[src/rtl/fcn_drain.sv]
// fcn_drain: captures one batch of PE accumulators and drains them lane by lane.
// Each lane gets a bias, rounding right shift, optional ReLU and 9-bit saturation.
// Results are streamed out with valid/ready. A one-cycle pe_clr pulse frees the PEs
// as soon as the batch has been captured.
module fcn_drain #(
  parameter int N_PE  = 8,
  parameter int IDX_W = 3
) (
  input  logic                 clk,
  input  logic                 rst_n,
  input  logic                 acc_done,
  input  logic [N_PE*24-1:0]   acc_data,
  input  logic [N_PE*16-1:0]   bias,
  input  logic [4:0]           shift,
  input  logic                 relu_en,
  output logic                 pe_clr,
  output logic                 busy,
  output logic                 out_valid,
  input  logic                 out_ready,
  output logic [8:0]           out_data,
  output logic [IDX_W-1:0]     out_idx,
  output logic                 out_last,
  output logic                 overrun
);

  typedef enum logic {IDLE, SEND} state_t;

  localparam logic [IDX_W-1:0] LAST_IDX = IDX_W'(N_PE - 1);

  state_t             state_q, state_d;
  logic               capture, advance;
  logic [IDX_W-1:0]   lane_q;
  logic [N_PE*24-1:0] acc_q;
  logic [N_PE*16-1:0] bias_q;
  logic [4:0]         shift_q;
  logic               relu_q;
  logic               pe_clr_q;
  logic               overrun_q;

  logic [23:0]        lane_acc;
  logic [15:0]        lane_bias;
  logic signed [25:0] sum_s;
  logic signed [25:0] rnd_s;
  logic signed [25:0] res_s;
  logic [8:0]         result;

  // Next-state logic: capture a batch from IDLE, advance one lane per accepted beat
  always_comb begin
    state_d = state_q;
    capture = 1'b0;
    advance = 1'b0;
    case (state_q)
      IDLE: begin
        if (acc_done) begin
          capture = 1'b1;
          state_d = SEND;
        end
      end
      SEND: begin
        if (out_ready) begin
          advance = 1'b1;
          if (lane_q == LAST_IDX) begin
            state_d = IDLE;
          end
        end
      end
      default: state_d = IDLE;
    endcase
  end

  // State register
  always_ff @(posedge clk or negedge rst_n) begin
    if (!rst_n) begin
      state_q <= IDLE;
    end else begin
      state_q <= state_d;
    end
  end

  // Snapshot of the batch; shift amounts beyond 23 are clamped so the lane math stays bounded
  always_ff @(posedge clk or negedge rst_n) begin
    if (!rst_n) begin
      acc_q   <= '0;
      bias_q  <= '0;
      shift_q <= '0;
      relu_q  <= 1'b0;
    end else if (capture) begin
      acc_q   <= acc_data;
      bias_q  <= bias;
      shift_q <= (shift > 5'd23) ? 5'd23 : shift;
      relu_q  <= relu_en;
    end
  end

  // Lane counter: restarts at each capture and wraps back to 0 after the last lane
  always_ff @(posedge clk or negedge rst_n) begin
    if (!rst_n) begin
      lane_q <= '0;
    end else if (capture) begin
      lane_q <= '0;
    end else if (advance) begin
      lane_q <= lane_q + IDX_W'(1);
    end
  end

  // One-cycle PE clear pulse in the cycle after a capture
  always_ff @(posedge clk or negedge rst_n) begin
    if (!rst_n) begin
      pe_clr_q <= 1'b0;
    end else begin
      pe_clr_q <= capture;
    end
  end

  // Sticky overrun: a new batch completed while the previous one was still draining
  always_ff @(posedge clk or negedge rst_n) begin
    if (!rst_n) begin
      overrun_q <= 1'b0;
    end else if ((state_q == SEND) && acc_done) begin
      overrun_q <= 1'b1;
    end
  end

  // Select the current lane's accumulator and bias from the captured snapshot
  always_comb begin
    lane_acc  = '0;
    lane_bias = '0;
    for (int k = 0; k < N_PE; k++) begin
      if (lane_q == IDX_W'(k)) begin
        lane_acc  = acc_q[k*24 +: 24];
        lane_bias = bias_q[k*16 +: 16];
      end
    end
  end

  // Requantize: bias add, round-half-up shift, optional ReLU, saturate to 9 bits
  always_comb begin
    sum_s = $signed({{2{lane_acc[23]}}, lane_acc}) + $signed({{10{lane_bias[15]}}, lane_bias});
    rnd_s = sum_s;
    if (shift_q != 5'd0) begin
      rnd_s = sum_s + $signed(26'd1 << (shift_q - 5'd1));
    end
    res_s = rnd_s >>> shift_q;
    if (relu_q && (res_s < 26'sd0)) begin
      res_s = '0;
    end
    if (res_s > 26'sd255) begin
      result = 9'h0FF;
    end else if (res_s < -26'sd256) begin
      result = 9'h100;
    end else begin
      result = res_s[8:0];
    end
  end

  assign pe_clr    = pe_clr_q;
  assign busy      = (state_q == SEND);
  assign out_valid = (state_q == SEND);
  assign out_data  = result;
  assign out_idx   = lane_q;
  assign out_last  = (lane_q == LAST_IDX);
  assign overrun   = overrun_q;

endmodule

[config.mk]
export PLATFORM = sky130hd
export DESIGN_NAME = fcn_drain
export DESIGN_NICKNAME = d
export VERILOG_FILES = /design/src/rtl/fcn_drain.sv
export SDC_FILE = /design/constraint.sdc
export NUM_CORES = 1
export LEC_CHECK = 0
export CORE_MARGIN = 5
export CORE_UTILIZATION = 55
export CTS_CLUSTER_DIAMETER = 100
export DETAILED_ROUTE_END_ITERATION = 8
export HOLD_SLACK_MARGIN = 0.1
export PLACE_DENSITY = 0.82
export SYNTH_ARGS = -nofsm -noshare
export SYNTH_HDL_FRONTEND = slang
export SYNTH_SLANG_ARGS = --single-unit
[constraint.sdc]
create_clock -name clk -period 11.26 [get_ports clk]
set_input_delay 2.252 -clock clk [delete_from_list [all_inputs] [get_ports clk]]
set_output_delay 2.252 -clock clk [all_outputs]
set_load 0.05 [all_outputs]
Yosys cells after proc, flatten, opt, wreduce, memory -nomap -nowiden
Index checks and enable logic that the tools add are counted.
{"block": "word_totals", "ff_bits": 332, "latch_bits": 0, "ram_bits": 0, "mem_bits_ro": 0, "input_bits": 330, "elab_cells": 61, "n_memories": 0}
{"block": "op_classes", "n_addsub": 4, "mul": 0, "n_div": 0, "magnitude_cmp": 4, "eq_ne": 7, "shifts": 2, "n_mux": 30, "bitwise_logic": 1, "reduce_logical": 5}
{"operator": "$mux W24", "count": 8}
{"operator": "$mux W16", "count": 8}
{"operator": "$mux W26", "count": 2}
{"operator": "$add A25 B26 Y26", "count": 1}
{"operator": "$gt A26 B9 Y1 const B", "count": 1}
{"operator": "$lt A26 B1 Y1 const B", "count": 1}
{"operator": "$lt A26 B9 Y1 const B", "count": 1}
{"operator": "$shl A1 B5 Y26 const A", "count": 1}
{"operator": "$sshr A26 B5 Y26", "count": 1}
{"operator": "$add A24 B16 Y25", "count": 1}
{"operator": "$mux W9", "count": 2}
{"operator": "$eq A3 B3 Y1 const B", "count": 4}
{"operator": "$eq A3 B2 Y1 const B", "count": 2}
{"operator": "$mux W1", "count": 6}
{"operator": "$mux W3", "count": 2}
{"operator": "$gt A5 B5 Y1 const B", "count": 1}
{"operator": "$mux W5", "count": 1}
{"operator": "$reduce_bool A5 Y1", "count": 1}
{"operator": "$sub A5 B1 Y5 const B", "count": 1}
{"operator": "$add A3 B1 Y3 const B", "count": 1}
{"operator": "$eq A3 B1 Y1 const B", "count": 1}
{"operator": "$logic_not A3 Y1", "count": 1}
{"operator": "$logic_and A1 B1 Y1", "count": 2}
{"operator": "$pmux W1 S2", "count": 1}
{"operator": "other kinds (2)", "count": 2}

Logic depth before layout (Yosys ltp)
{"block": "depth", "word_depth": 19, "depth_mapped": 36, "ltp_nobuf": 31}

Least setup slack after synthesis
Ideal clock, no wire load.
{"block": "synth_timing", "path_type": "flip-flop to output port", "start": "register lane_q[1] (netlist: out_idx[1])", "end": "output out_data[0]", "arrival_ns": 7.812, "path_slack_ns": 1.196, "path_stages_with_launch": 31, "path_buffers": 3, "cell_sequence": "dfrtp_1 -> inv_1 -> ha_1 -> nor3b_1 -> clkbuf_1 -> a221oi_1 -> o311ai_0 -> o21ai_0 -> o211ai_1 -> o21ai_0 -> o21ai_0 -> ha_1 -> buf_2 -> o21a_1 -> a21boi_1 -> o211ai_1 -> a221oi_1 -> xnor2_1 -> ha_1 -> clkbuf_1 -> and4_1 -> o21ai_0 -> a22oi_1 -> o211ai_1 -> o21ai_2 -> nand2_2 -> a221o_1 -> a2111oi_1 -> nand4_1 -> o41ai_4 -> a31o_1"}
{"block": "synth_via", "elab_chain_cells": 19, "elab_cells_between_ends": 35}
{"element": "start, declared", "line_no": "32", "rtl": "logic [IDX_W-1:0] lane_q;"}
{"element": "start signal, assigned", "line_no": "102", "rtl": "lane_q <= lane_q + IDX_W'(1);"}
{"element": "$logic_not A3 Y1", "line_no": "129", "rtl": "if (lane_q == IDX_W'(k)) begin"}
{"element": "$mux W24 or $mux W16 (tied branches) (8 in a row)", "line_no": "129"}
{"element": "$add A24 B16 Y25 *", "line_no": "138", "rtl": "sum_s = $signed({{2{lane_acc[23]}}, lane_acc}) + $signed({{10{lane_bias[15]}}, lane_bias});"}
{"element": "$add A25 B26 Y26", "line_no": "141", "rtl": "rnd_s = sum_s + $signed(26'd1 << (shift_q - 5'd1));"}
{"element": "$mux W26 *", "line_no": "140", "rtl": "if (shift_q != 5'd0) begin"}
{"element": "$sshr A26 B5 Y26 *", "line_no": "143", "rtl": "res_s = rnd_s >>> shift_q;"}
{"element": "$lt A26 B1 Y1", "line_no": "144", "rtl": "if (relu_q && (res_s < 26'sd0)) begin"}
{"element": "$logic_and A1 B1 Y1", "line_no": "144"}
{"element": "$mux W26 *", "line_no": "144"}
{"element": "$lt A26 B9 Y1", "line_no": "149", "rtl": "end else if (res_s < -26'sd256) begin"}
{"element": "$mux W9", "line_no": "149"}
{"element": "$mux W9 *", "line_no": "147", "rtl": "if (res_s > 26'sd255) begin"}
{"element": "end, declared", "line_no": "20", "rtl": "output logic [8:0] out_data,"}
Every way passes the cells marked *; elsewhere a longest branch is shown, timed or not.

Worst setup path in the final report
{"block": "layout_timing", "start": "register lane_q[0] (netlist: out_idx[0])", "end": "output out_data[0]"}
Same word-level chain as after synthesis.

==> flow_metrics.env <==
export IMPL_status="finished, violations left"
export IMPL_violations="negative setup slack"
export IMPL_hold_viol_final=0
export IMPL_synth_largest_area_cell="dfrtp_1"
export IMPL_end_kind="output port"
export IMPL_dp_hpwl_um=57880
export IMPL_cpPeakStageDelay_ps=540
export IMPL_clockBufferDepth=3
export IMPL_wl_per_cell_um=26.53
export IMPL_syn_area_um2=20830
export IMPL_wl_um=79050
export IMPL_min_to="acc_q[152]"
export IMPL_synthFlopType="dfrtp_1"
export IMPL_max_cap_violations=0
export IMPL_worstReg2RegEnd="shift_q[1]"
export IMPL_root_buffer="clkbuf_16"
export IMPL_clk_latency_ps=540
export IMPL_netlist_top_cells_area="dfrtp_1 40%, mux2_2 18%, nand2_1 4.4%"
export IMPL_crit_type="reg -> out"
export IMPL_io_buffer_count=346
export IMPL_htree_levels=2
export IMPL_rrSetupSlack_ps=8400
export IMPL_period_minus_slack_ps=11290
export IMPL_clk_pin_slew_ps=70
export IMPL_vias_per_cell=6.586
export IMPL_setup_violations=8
export IMPL_synth_xor_area_share_pct=1.514
export IMPL_core_um2=37490
export IMPL_initial_core_util_pct=55.55
export IMPL_drive_above_1_share_pct=23.61
export IMPL_worstPathArrival_ps=9040
export IMPL_hp_class="reg -> reg"
export IMPL_die_w_um=204.6
export IMPL_critPathLaunchType="flip-flop"
export IMPL_pre_cts_slack_ps=247.8
export IMPL_hp_start="acc_q[152]"
export IMPL_post_route_period_util_pct=100.3
export IMPL_cts_tree="built"
export IMPL_dr_pass1_iters=6
export IMPL_cts_buffers_inserted=35
export IMPL_synth_adder_area_share_pct=3.497
export IMPL_grt_usage_pct=35.91
export IMPL_ys_seq_elements=332
export IMPL_async_flop_share_pct=100.0
export IMPL_hold_depth=1
export IMPL_synth_top_area_share_pct=39.89
export IMPL_worst_pin_slew_ps=1176
export IMPL_drt_iter0_drc=1989
export IMPL_critPathMaxFanout=10
export IMPL_synth_top_family_by_area="compound AO/OA/AOI/OAI gates"
export IMPL_synth_cell_types=100
export IMPL_synth_simple_area_share_pct=11.84
export IMPL_final_setup_skew_ps=30.30
export IMPL_synth_area_per_cell_um2=9.750
export IMPL_num_rows=71
export IMPL_cpMaxStageDelayCell="a2111oi_0"
export IMPL_slew_limit_headroom_pct=21.61
export IMPL_nets=2814
export IMPL_reg2regPathDepth=5
export IMPL_worst_path_buf_inv=6
export IMPL_drc_errors=0
export IMPL_synth_edf_count=0
export IMPL_synth_nets=2523
export IMPL_worst_slack_ps=-33.56
export IMPL_antenna_found_initial=24
export IMPL_ios=347
export IMPL_synth_compound_area_share_pct=20.59
export IMPL_cp_required_ps=9010
export IMPL_overflow=0
export IMPL_final_max_slew_viol_count=0
export IMPL_r2r_start="busy"
export IMPL_ys_seq_area_share_pct=39.89
export IMPL_clkSinkCount=332
export IMPL_grt_start_max_net_pins=206
export IMPL_synth_area_mux_share_pct=19.01
export IMPL_fmax_ghz=0.08855
export IMPL_die_h_um=204.6
export IMPL_gp_congestion=0.9829
export IMPL_grt_pass1_wl_um=116800
export IMPL_critPathTopFamily="compound AO/OA/AOI/OAI gates"
export IMPL_grt_pass1_vias=19660
export IMPL_route_antenna_remaining_nets=0
export IMPL_area_growth_pct=27.67
export IMPL_die_area_um2=41860
export IMPL_num_vias=19630
export IMPL_synthCells=2136
export IMPL_yosysWarningCount=0
==> layout make-up <==
type | instances | area, µm²
Multi-Input combinational cell | 1615 | 12160
Inverter | 28 | 105.1
Timing Repair Buffer | 415 | 4199
Antenna cell | 17 | 42.54
Clock buffer | 51 | 1037
Sequential cell | 332 | 8308
Clock inverter | 11 | 101.3
Fill cell | 2651 | 10900
Tap cell | 511 | 639.4
==> what timing repair did <==
item	CTS	global route
hold buffers	0	0
gates cloned	0	2
buffers inserted	2	10
pin swaps	3	16
gates resized for setup	11	100
endpoints found under the setup margin	8	8
==> synthesized netlist by cell type, drive strengths merged, types with 13 or more instances <==
cell / instances
nand2: 244
xnor2: 20
a21oi: 92
o21a: 13
xor2: 16
buf: 32
inv: 27
a211oi: 23
a221oi: 44
ha: 55
a21o: 30
nand4: 23
nand2b: 13
mux2: 325
o311ai: 41
o211ai: 70
o21ai: 187
or2: 15
nor2: 158
nand3: 24
mux2i: 21
clkbuf: 129
dfrtp: 332
nor3: 26
==> placed cells by master, fill, tap and decap left out, drive strengths merged, types with 15 or more instances in the layout <==
| cell | count |
|---|---|
| a211oi | 23 |
| a21o | 30 |
| a21oi | 92 |
| a221oi | 44 |
| buf | 77 |
| clkbuf | 52 |
| clkdlybuf4s50 | 337 |
| dfrtp | 332 |
| diode | 17 |
| ha | 55 |
| inv | 29 |
| mux2 | 325 |
| mux2i | 21 |
| nand2 | 244 |
| nand3 | 24 |
| nand4 | 23 |
| nor2 | 158 |
| nor3 | 26 |
| o211ai | 70 |
| o21ai | 187 |
| o311ai | 41 |
| or2 | 15 |
| xnor2 | 20 |
| xor2 | 16 |
==> state kept, by name, indices dropped and copies added (netlist names) <==
| register | flops |
|---|---|
| busy | 1 |
| relu_q | 1 |
| bias_q | 128 |
| acc_q | 192 |
| overrun | 1 |
| shift_q | 5 |
| pe_clr | 1 |
| out_idx | 3 |
==> worst register-to-register path, cell delays in order, from the launching register on <==
cell     delay, ps
dfrtp_1        570
nor2b_4        230
buf_4          590
buf_4          800
nand2_1        270
o22a_1         250
==> through the flow <==
step           hold slack, ps  instances  TNS [ps]  area (µm²)  util, %
2_1_floorplan           475.3       2136         0       20830        -
3_3_place_gp            440.6       2887         0       24910    66.46
3_5_place_dp            443.7       2887         0       24910    66.46
4_1_cts                 503.1       2951         0       26120    69.67
5_1_grt                 506.6       2975     -2459       26580    70.89
6_report                498.9       2980    -92.71       26590    70.92
==> cells by family (layout without fill, tap and decap cells) <==
logic type	Yosys count	count (layout)
other cells	0	17
flops	332	332
xor+xnor	36	36
mux	350	350
compound gates	619	619
fa+ha+maj	57	57
simple gates	553	553
buf+inv	189	505
==> worst max-delay path by stage <==
stage / start / end / slack (ps) / depth (start not counted)
after global placement: out_idx[0] / out_data[0] / 420 / 31
after detailed placement: out_idx[0] / out_data[0] / 250 / 31
after CTS: out_idx[0] / out_data[0] / 5 / 35
final: out_idx[0] / out_data[0] / -30 / 33
after floorplan: out_idx[1] / out_data[0] / 1200 / 30
after global routing: out_idx[1] / out_data[0] / -330 / 33
==> layer usage <==
| layer | track usage, % | vias up | wire (µm) |
|---|---|---|---|
| li1 | - | 8550 | - |
| met1 | 42.54 | 9603 | 28230 |
| met2 | 61.22 | 1137 | 38510 |
| met3 | 7.931 | 319 | 6627 |
| met4 | 19.05 | 18 | 5537 |
| met5 | 0 | - | 143 |
Power is left out: the tool's default activity adds up to more than one toggle a clock period on the data nets, which glitch-free logic cannot reach.
